`src/rtl/cache_pkg.sv`:
```
// Shared cache memory-bus definitions: request opcodes and bus widths.
package cache_pkg;

  localparam int unsigned ADDR_WIDTH = 6;
  localparam int unsigned DATA_WIDTH = 8;

  typedef logic [ADDR_WIDTH-1:0] UbitAddr;
  typedef logic [DATA_WIDTH-1:0] UbitData;

  typedef enum logic [1:0] {
    OP_NOP   = 2'd0,
    OP_READ  = 2'd1,
    OP_WRITE = 2'd2
  } Op;

endpackage

```
`src/rtl/main_mem_if.sv`:
```
// Cache memory bus: requester drives op/addr/data, memory returns a one-cycle response strobe.
interface MemBus;
  import cache_pkg::*;

  Op       req_op;
  UbitAddr req_addr;
  UbitData req_data;
  logic    rsp_vld;
  UbitData rsp_data;

  modport rx_bp (
    input  req_op,
    input  req_addr,
    input  req_data,
    output rsp_vld,
    output rsp_data
  );

  modport tx_bp (
    output req_op,
    output req_addr,
    output req_data,
    input  rsp_vld,
    input  rsp_data
  );

endinterface

```
`src/rtl/main_mem_array.sv`:
```
// Single-port word storage: synchronous write, asynchronous read. Contents are never reset.
module main_mem_array
  import cache_pkg::*;
#(
  parameter int unsigned DEPTH = 2 ** ADDR_WIDTH
) (
  input  logic                     clk,
  input  logic                     we,
  input  logic [$clog2(DEPTH)-1:0] addr,
  input  UbitData                  wdata,
  output UbitData                  rdata
);

  UbitData mem_q [DEPTH];

  always_ff @(posedge clk) begin
    if (we) begin
      mem_q[addr] <= wdata;
    end
  end

  assign rdata = mem_q[addr];

endmodule

```
`src/rtl/main_mem.sv`:
```
// Memory-side responder: one request at a time, response strobe LATENCY cycles after the request.
// Define MAIN_MEM_ASSERT_EN to compile in protocol assertions.
module main_mem
  import cache_pkg::*;
#(
  parameter int unsigned LATENCY = 4,
  parameter int unsigned DEPTH   = 2 ** ADDR_WIDTH
) (
  input logic   clk,
  input logic   rst,
  MemBus.rx_bp  bus
);

  localparam int unsigned CntWidth = $clog2(LATENCY + 1);
  localparam int unsigned IdxWidth = $clog2(DEPTH);

  typedef enum logic [1:0] {
    StIdle,
    StWait,
    StResp
  } MemState;

  MemState             state_q, state_d;
  logic [CntWidth-1:0] cnt_q, cnt_d;
  UbitData             rsp_q, rsp_d;

  logic                accept;
  logic                arr_we;
  logic [IdxWidth-1:0] arr_addr;
  UbitData             arr_rdata;

  // Address is taken modulo DEPTH so a shallow array still accepts full bus addresses.
  assign arr_addr = IdxWidth'(32'(bus.req_addr) % DEPTH);
  assign accept   = !rst && (state_q == StIdle || state_q == StResp) && (bus.req_op != OP_NOP);
  assign arr_we   = accept && (bus.req_op == OP_WRITE);

  main_mem_array #(
    .DEPTH (DEPTH)
  ) u_array (
    .clk   (clk),
    .we    (arr_we),
    .addr  (arr_addr),
    .wdata (bus.req_data),
    .rdata (arr_rdata)
  );

  always_comb begin
    state_d = state_q;
    cnt_d   = cnt_q;
    rsp_d   = rsp_q;
    unique case (state_q)
      StIdle, StResp: begin
        if (accept) begin
          cnt_d   = CntWidth'(LATENCY - 1);
          rsp_d   = (bus.req_op == OP_WRITE) ? bus.req_data : arr_rdata;
          state_d = (LATENCY > 1) ? StWait : StResp;
        end else begin
          state_d = StIdle;
        end
      end
      StWait: begin
        cnt_d = cnt_q - 1'b1;
        if (cnt_q == CntWidth'(1)) begin
          state_d = StResp;
        end
      end
      default: state_d = StIdle;
    endcase
  end

  always_ff @(posedge clk) begin
    if (rst) begin
      state_q <= StIdle;
      cnt_q   <= '0;
      rsp_q   <= '0;
    end else begin
      state_q <= state_d;
      cnt_q   <= cnt_d;
      rsp_q   <= rsp_d;
    end
  end

  assign bus.rsp_vld  = (state_q == StResp);
  assign bus.rsp_data = (state_q == StResp) ? rsp_q : '0;

`ifdef MAIN_MEM_ASSERT_EN
  a_nop_in_wait: assert property (@(posedge clk) disable iff (rst)
    (state_q == StWait) |-> (bus.req_op == OP_NOP))
    else $error("[%0t] main_mem: request presented while a response is pending", $time);

  a_op_known: assert property (@(posedge clk) disable iff (rst)
    !$isunknown(bus.req_op))
    else $error("[%0t] main_mem: req_op is X/Z", $time);

  // With LATENCY=1 legal back-to-back traffic strobes every cycle, so the check only applies above 1.
  if (LATENCY > 1) begin : g_vld_pulse
    a_vld_pulse: assert property (@(posedge clk) disable iff (rst)
      bus.rsp_vld |=> !bus.rsp_vld)
      else $error("[%0t] main_mem: rsp_vld high for two consecutive cycles", $time);
  end
`endif

endmodule

```
`src/flat_wrapper.sv`:
```
// flat-port wrapper written by rule: the top's interface ports become plain ports
module main_mem_flat import cache_pkg::*;
#(
  parameter int unsigned LATENCY = 4,
  parameter int unsigned DEPTH   = 2 ** ADDR_WIDTH
)
  (clk, rst, bus_req_op, bus_req_addr, bus_req_data, bus_rsp_vld, bus_rsp_data);
  MemBus bus_i ();
  input logic clk;
  input logic rst;
  input wire logic [$bits(bus_i.req_op)-1:0] bus_req_op;
  input wire logic [$bits(bus_i.req_addr)-1:0] bus_req_addr;
  input wire logic [$bits(bus_i.req_data)-1:0] bus_req_data;
  output wire logic [$bits(bus_i.rsp_vld)-1:0] bus_rsp_vld;
  output wire logic [$bits(bus_i.rsp_data)-1:0] bus_rsp_data;
  assign bus_i.req_op = bus_req_op;
  assign bus_i.req_addr = bus_req_addr;
  assign bus_i.req_data = bus_req_data;
  assign bus_rsp_vld = bus_i.rsp_vld;
  assign bus_rsp_data = bus_i.rsp_data;
  main_mem #(.LATENCY(LATENCY), .DEPTH(DEPTH)) u_core (.clk(clk), .rst(rst), .bus(bus_i));
endmodule
```
`config.mk`:
```
export PLATFORM = sky130hd
export DESIGN_NAME = main_mem_flat
export DESIGN_NICKNAME = d
export VERILOG_FILES = /design/src/rtl/cache_pkg.sv /design/src/rtl/main_mem_if.sv /design/src/rtl/main_mem_array.sv /design/src/rtl/main_mem.sv /design/src/flat_wrapper.sv
export SDC_FILE = /design/constraint.sdc
export NUM_CORES = 1
export LEC_CHECK = 0
export CELL_PAD_IN_SITES_DETAIL_PLACEMENT = 1
export CELL_PAD_IN_SITES_GLOBAL_PLACEMENT = 2
export CORE_ASPECT_RATIO = 1.4
export CORE_MARGIN = 2
export CORE_UTILIZATION = 45
export CTS_BUF_LIST = sky130_fd_sc_hd__clkbuf_8
export CTS_CLUSTER_SIZE = 30
export DETAILED_ROUTE_END_ITERATION = 10
export PLACE_DENSITY_LB_ADDON = 0.1
export SETUP_SLACK_MARGIN = 0.15
export SKIP_LAST_GASP = 1
export SLEW_MARGIN = 0
export SYNTH_ARGS = -nofsm -noshare
export SYNTH_HDL_FRONTEND = slang
export SYNTH_SLANG_ARGS = --single-unit
export TNS_END_PERCENT = 1
```
`constraint.sdc`:
```
create_clock -name clk -period 2.6 [get_ports clk]
set_clock_uncertainty 0.05 [all_clocks]
set_input_delay 0.52 -clock clk [delete_from_list [all_inputs] [get_ports clk]]
set_output_delay 0.52 -clock clk [all_outputs]
set_load 0.01 [all_outputs]
```
# Yosys cells after proc, flatten, opt, wreduce, memory -nomap -nowiden
# Memories as Yosys holds them, arrays and structs flattened. A register that Yosys moved wholly into a read port is not among the register bits.
# Index checks and enable logic that the tools add are counted.
# Widths: inputs -> output; s select.
[op_classes]
n_addsub = 1
n_eq_ne = 6
muxes = 8
reduce_logical = 11
[op_table]
columns = ["cell", "count"]
rows = [
  ["$mux 8", 1],
  ["$pmux 3 s2", 1],
  ["$eq 2x2->1 const B", 2],
  ["$ne 2x1->1 const B", 2],
  ["$pmux 2 s2", 1],
  ["$reduce_and 2->1", 2],
  ["$reduce_bool 2->1", 2],
  ["$eq 3x1->1 const B", 1],
  ["$logic_and 1x1->1", 3],
  ["$mux 1", 3],
  ["$mux 3", 1],
  ["$sub 3x1->3 const B", 1],
  ["$eq 2x1->1 const B", 1],
  ["$logic_not 2->1", 1],
  ["$mux 2", 1],
  ["$reduce_or 2->1", 1],
  ["$logic_not 1->1", 1],
  ["$logic_or 1x1->1", 1],
]
[totals]
regBits = 5
ramBits = 512
input_bits = 18
output_inout_bits = 9
wordCells = 29
n_memories = 1
[mem_list]
columns = ["memory", "words", "width", "rd", "rd_clocked_by_memory_dff", "write_ports", "line_no", "text"]
rows = [
  ["u_core.u_array.mem_q", 64, 8, 1, 1, 1, "main_mem_array.sv:14", "UbitData mem_q [DEPTH];"],
]

# Longest topological paths before layout
[depth]
depth_word = 7
mapped_depth = 10
depth_no_buf = 6

# Modules after synthesis
# Synthesis repeated with hierarchy kept, for this count alone.
[hier_totals]
hier_cells = 1241
area_unflattened_um2 = 21003.9
[modules_own_cells]
columns = ["mod", "n_inst", "cells_per_inst", "area_per_inst_um2", "seq_area_each_um2"]
rows = [
  ["main_mem_array", 1, 1163, 20289.5, 15374.7],
  ["main_mem", 1, 78, 714.4, 260.2],
]

# Worst setup path before layout
# No wires, ideal clock.
[synth_path]
kind = "input -> register"
from = "input port bus_req_addr[2]"
to = "memory u_core.u_array.mem_q[10][0] in the netlist's numbering, enable pin"
setup_ns = 0.370
arrival_ns = 2.110
t_required_ns = 2.180
setup_slack_ns = 0.069
stages = 7
path_buffers = 4
path_cell_list = "buf_6 buf_2 buf_4 buf_2 nor3_1 nand2_1 nor2_1"
[synth_rtl]
columns = ["element", "line_no", "text"]
rows = [
  ["start: declaration", "flat_wrapper.sv:12", "input wire logic [$bits(bus_i.req_addr)-1:0] bus_req_addr;"],
  ["end: declaration", "main_mem_array.sv:14", ""],
]
# Straight into the memory's write port.

# Final worst setup path
[layout_path]
from = "register u_core.state_q[0]"
to = "output port bus_rsp_data[4]"
[layout_via]
elab_chain_cells = 2
[layout_rtl]
columns = ["element", "line_no", "text"]
rows = [
  ["start: declaration", "main_mem.sv:23", "MemState state_q, state_d;"],
  ["start signal: assignment", "main_mem.sv:73", "state_q <= StIdle;"],
  ["start signal: assignment", "main_mem.sv:77", "state_q <= state_d;"],
  ["$eq 2x2->1", "main_mem.sv:84", "assign bus.rsp_data = (state_q == StResp) ? rsp_q : '0;"],
  ["$mux 8", "main_mem.sv:84", ""],
  ["end: declaration", "flat_wrapper.sv:15", "output wire logic [$bits(bus_i.rsp_data)-1:0] bus_rsp_data;"],
]
# Every way passes these cells.

==> results.tsv <==
stage	metric	value	unit
setup_path	worst_ep_required_time	2.03	ns
synthesis	yosys.cell_count.top_type	edfxtp_1	
place	dpl.hpwl	45100	um
global_route	grt_pass1_wl	91600	um
place	post_dp_cell_area	0.0238	mm^2
route	via_count	12400	
clock_tree	clock_latency	0.66	ns
die	die_y	258	um
synthesis	synth_compound_area_frac	0.0844	
synthesis	ys.flop_type	edfxtp_1	
final_layout	nets	1502	
sta	hold_viol_final	0	
synthesis	muxShareOfSynthArea	0.0944	
sta	maxClockFrequency	393	MHz
route	dr.pass1.iters	8	
global_route	grt_antenna_before_repair	3	
global_route	grt_usage	0.273	
setup_path	r2r_setup_slack	0.24	ns
job	drv_cap	0	
final_layout	utilization	0.553	
synthesis	synth.area.top_cells	edfxtp_1 74%, mux4_2 4.1%, mux2i_1 3.9%	
place	gp_congestion	0.891	
synthesis	synth_area_leader_cell	edfxtp_1	
sta	min_period_over_period	0.979	
global_route	grt_overflow_total	0	
die	rows	93	
synthesis	synth_simple_gate_area_frac	0.0408	
setup_path	cp_max_fo	9	
die	ios	27	
synthesis	yosys_warnings	0	
clock_tree	ctsResizeCount	1	
setup_path	r2r-start	u_core.state_q[0]	
synthesis	ys_seq_area_frac	0.754	
synthesis	synthTopCellsByCount	512 x edfxtp_1, 105 x nor2_1, 80 x mux2i_1	
sta	period_minus_slack	2.55	ns
setup_path	rr_endpoint	u_core.u_array.mem_q[3][5]	
clock_tree	tritoncts	built	
synthesis	synth_top_family_by_area	multiplexers	
synthesis	syn_area_per_cell	17.8	um^2
final_layout	final_area	0.0253	mm^2
route	drt_iter0_drc	1010	
synthesis	syn_area	0.0207	mm^2
synthesis	ys_types	61	
route	wl_per_cell	29.4	um
die	fp.dieW	185	um
setup_path	r2r.worst_path.cells	7	
clock_tree	holdBufCountCts	0	
die	die_area	0.0478	mm^2
setup_path	arrival	1.98	ns
sta	slew_headroom	0.554	
clock_tree	h-tree-depth	3	
final_layout	area_growth	22.0	%
sta	finalMaxSlewViolations	0	
die	core_area	0.0457	mm^2
power_and_ir_drop	ir_drop	362	uV
synthesis	async_reset_ff_frac	0	
route	drc_errors	0	
clock_tree	clockBufferDepth	3	
power_and_ir_drop	powerDensity	682	mW/mm^2
setup_path	end_kind	output pin	
sta	rsz0062_at_grt	true	
synthesis	yosys_register_bits	525	
die	initial_utilization	0.453	
synthesis	syn_inst	1167	
global_route	grt_pass1_vias	13400	
run_status	status	finished, final reports clean	
clock_tree	path_clk_slew	0.06	ns
setup_path	worstSetupStartpoint	u_core.state_q[0]	
route	drtAntennaViolNets	0	
place	io_buffer_count	26	
setup_path	endpoint	bus_rsp_data[4]	
sta	worst_pin_slew	0.669	ns
synthesis	synth_nets	1187	
route	vias_per_cell	5.76	
worst_hold_path	worstHoldPathType	primary input to register	
setup_path	worst_setup_path_start_kind	register	
power_and_ir_drop	p_leak	8.78	nW
synthesis	synth-xor-area-share	0	
clock_tree	cts_inserted_buffers	81	
synthesis	synth-edff-count	512	
sta	finalSetupViolCount	0	
synthesis	synth_top_area_frac	0.741	
final_layout	drive_above_1_share	0.312	
global_route	grt_max_degree	51	
clock_tree	cts_setup_buffers	0	
setup_path	path_class	register to output pin	
synthesis	synth_adder_area_share	0.00121	
clock_tree	cts_sinks	525	
route	routed_wl	63500	um
clock_tree	cts-root-buf	clkbuf_8	
## worst min path at each step
stage | startpoint | endpoint | slack [ns] | cells after the start
final | bus_req_data[2] | u_core.u_array.mem_q[42][2] | 0.27 | 1
after global routing | bus_req_data[2] | u_core.u_array.mem_q[42][2] | 0.25 | 1
after CTS | bus_req_data[2] | u_core.u_array.mem_q[42][2] | 0.23 | 1
after detailed placement | u_core.cnt_q[2] | u_core.state_q[1] | 0.43 | 1
after global placement | u_core.cnt_q[2] | u_core.state_q[1] | 0.42 | 1
after floorplan | u_core.cnt_q[2] | u_core.state_q[1] | 0.39 | 1
## kinds of logic after synthesis
logic type,after synthesis
flops,525
compound gates,230
mux,144
buf+inv,83
simple gates,183
fa+ha+maj,2
## area by class of cell
type / count / area, um^2
fill: 4234 / 20400
multi-input combinational: 559 / 4590
inverter: 7 / 26.3
clock inverter: 58 / 362
sequential: 525 / 15600
tap: 617 / 772
clock buffer: 85 / 1170
timing repair buffer: 308 / 2750
antenna: 1 / 2.50
## report_power, final
part / leakage (nW) / internal (mW) / switching, mW / total (mW)
logic: 3.23 / 0.530 / 0.776 / 1.31
clock network: 0.848 / 3.44 / 3.19 / 6.63
registers: 4.71 / 9.31 / 0.0280 / 9.33
## per-layer routing
| layer | track usage | vias up | part of all wire |
|---|---|---|---|
| li1 | - | 5407 | - |
| met1 | 0.335 | 6466 | 0.39 |
| met2 | 0.460 | 428 | 0.50 |
| met3 | 0.0536 | 126 | 0.056 |
| met4 | 0.136 | 4 | 0.047 |
| met5 | 0 | - | 0.00043 |
## registers in the layout, indices dropped and copies added, names as in the netlist
register and flops:
u_core.state_q 2, u_core.cnt_q 3, u_core.rsp_q 8, u_core.u_array.mem_q 512
## placed cells by master, fill, tap and decap left out, types with 13 or more instances in the layout
cell type	count
dfxtp_1	13
nand2_1	23
a22oi_1	21
o21ai_0	17
buf_12	33
mux4_2	38
clkdlybuf4s50_1	13
mux2i_1	80
nor2_1	105
buf_4	251
mux2_2	22
clkbuf_8	85
a221oi_1	73
clkinv_1	21
a21oi_1	32
o22ai_1	31
edfxtp_1	512
inv_1	25
## critical path, cell delays in order, from the launching register on
cell             delay (ns)
dfxtp_1                0.35
nor2b_1                0.13
buf_4                  0.18
and2_1                 0.13
clkdlybuf4s50_1        0.54
## per-stage QoR
| stage | std cells | setup WS (ns) | total power, mW | hold WS (ns) | TNS [ns] |
|---|---|---|---|---|---|
| global route | 2160 | -0.0411 | 17.8 | 0.253 | -0.183 |
| global placement | 2016 | -0.445 | 10.8 | 0.419 | -122.80 |
| detailed placement | 2016 | -0.366 | 10.8 | 0.435 | -113.38 |
| CTS | 2159 | -0.0292 | 17.4 | 0.229 | -0.0954 |
| floorplan | 1167 | 0.0692 | 10.1 | 0.387 | 0 |
| finish | 2160 | 0.0550 | 17.3 | 0.266 | 0 |
Note: power is estimated with default switching activity, not from simulation.
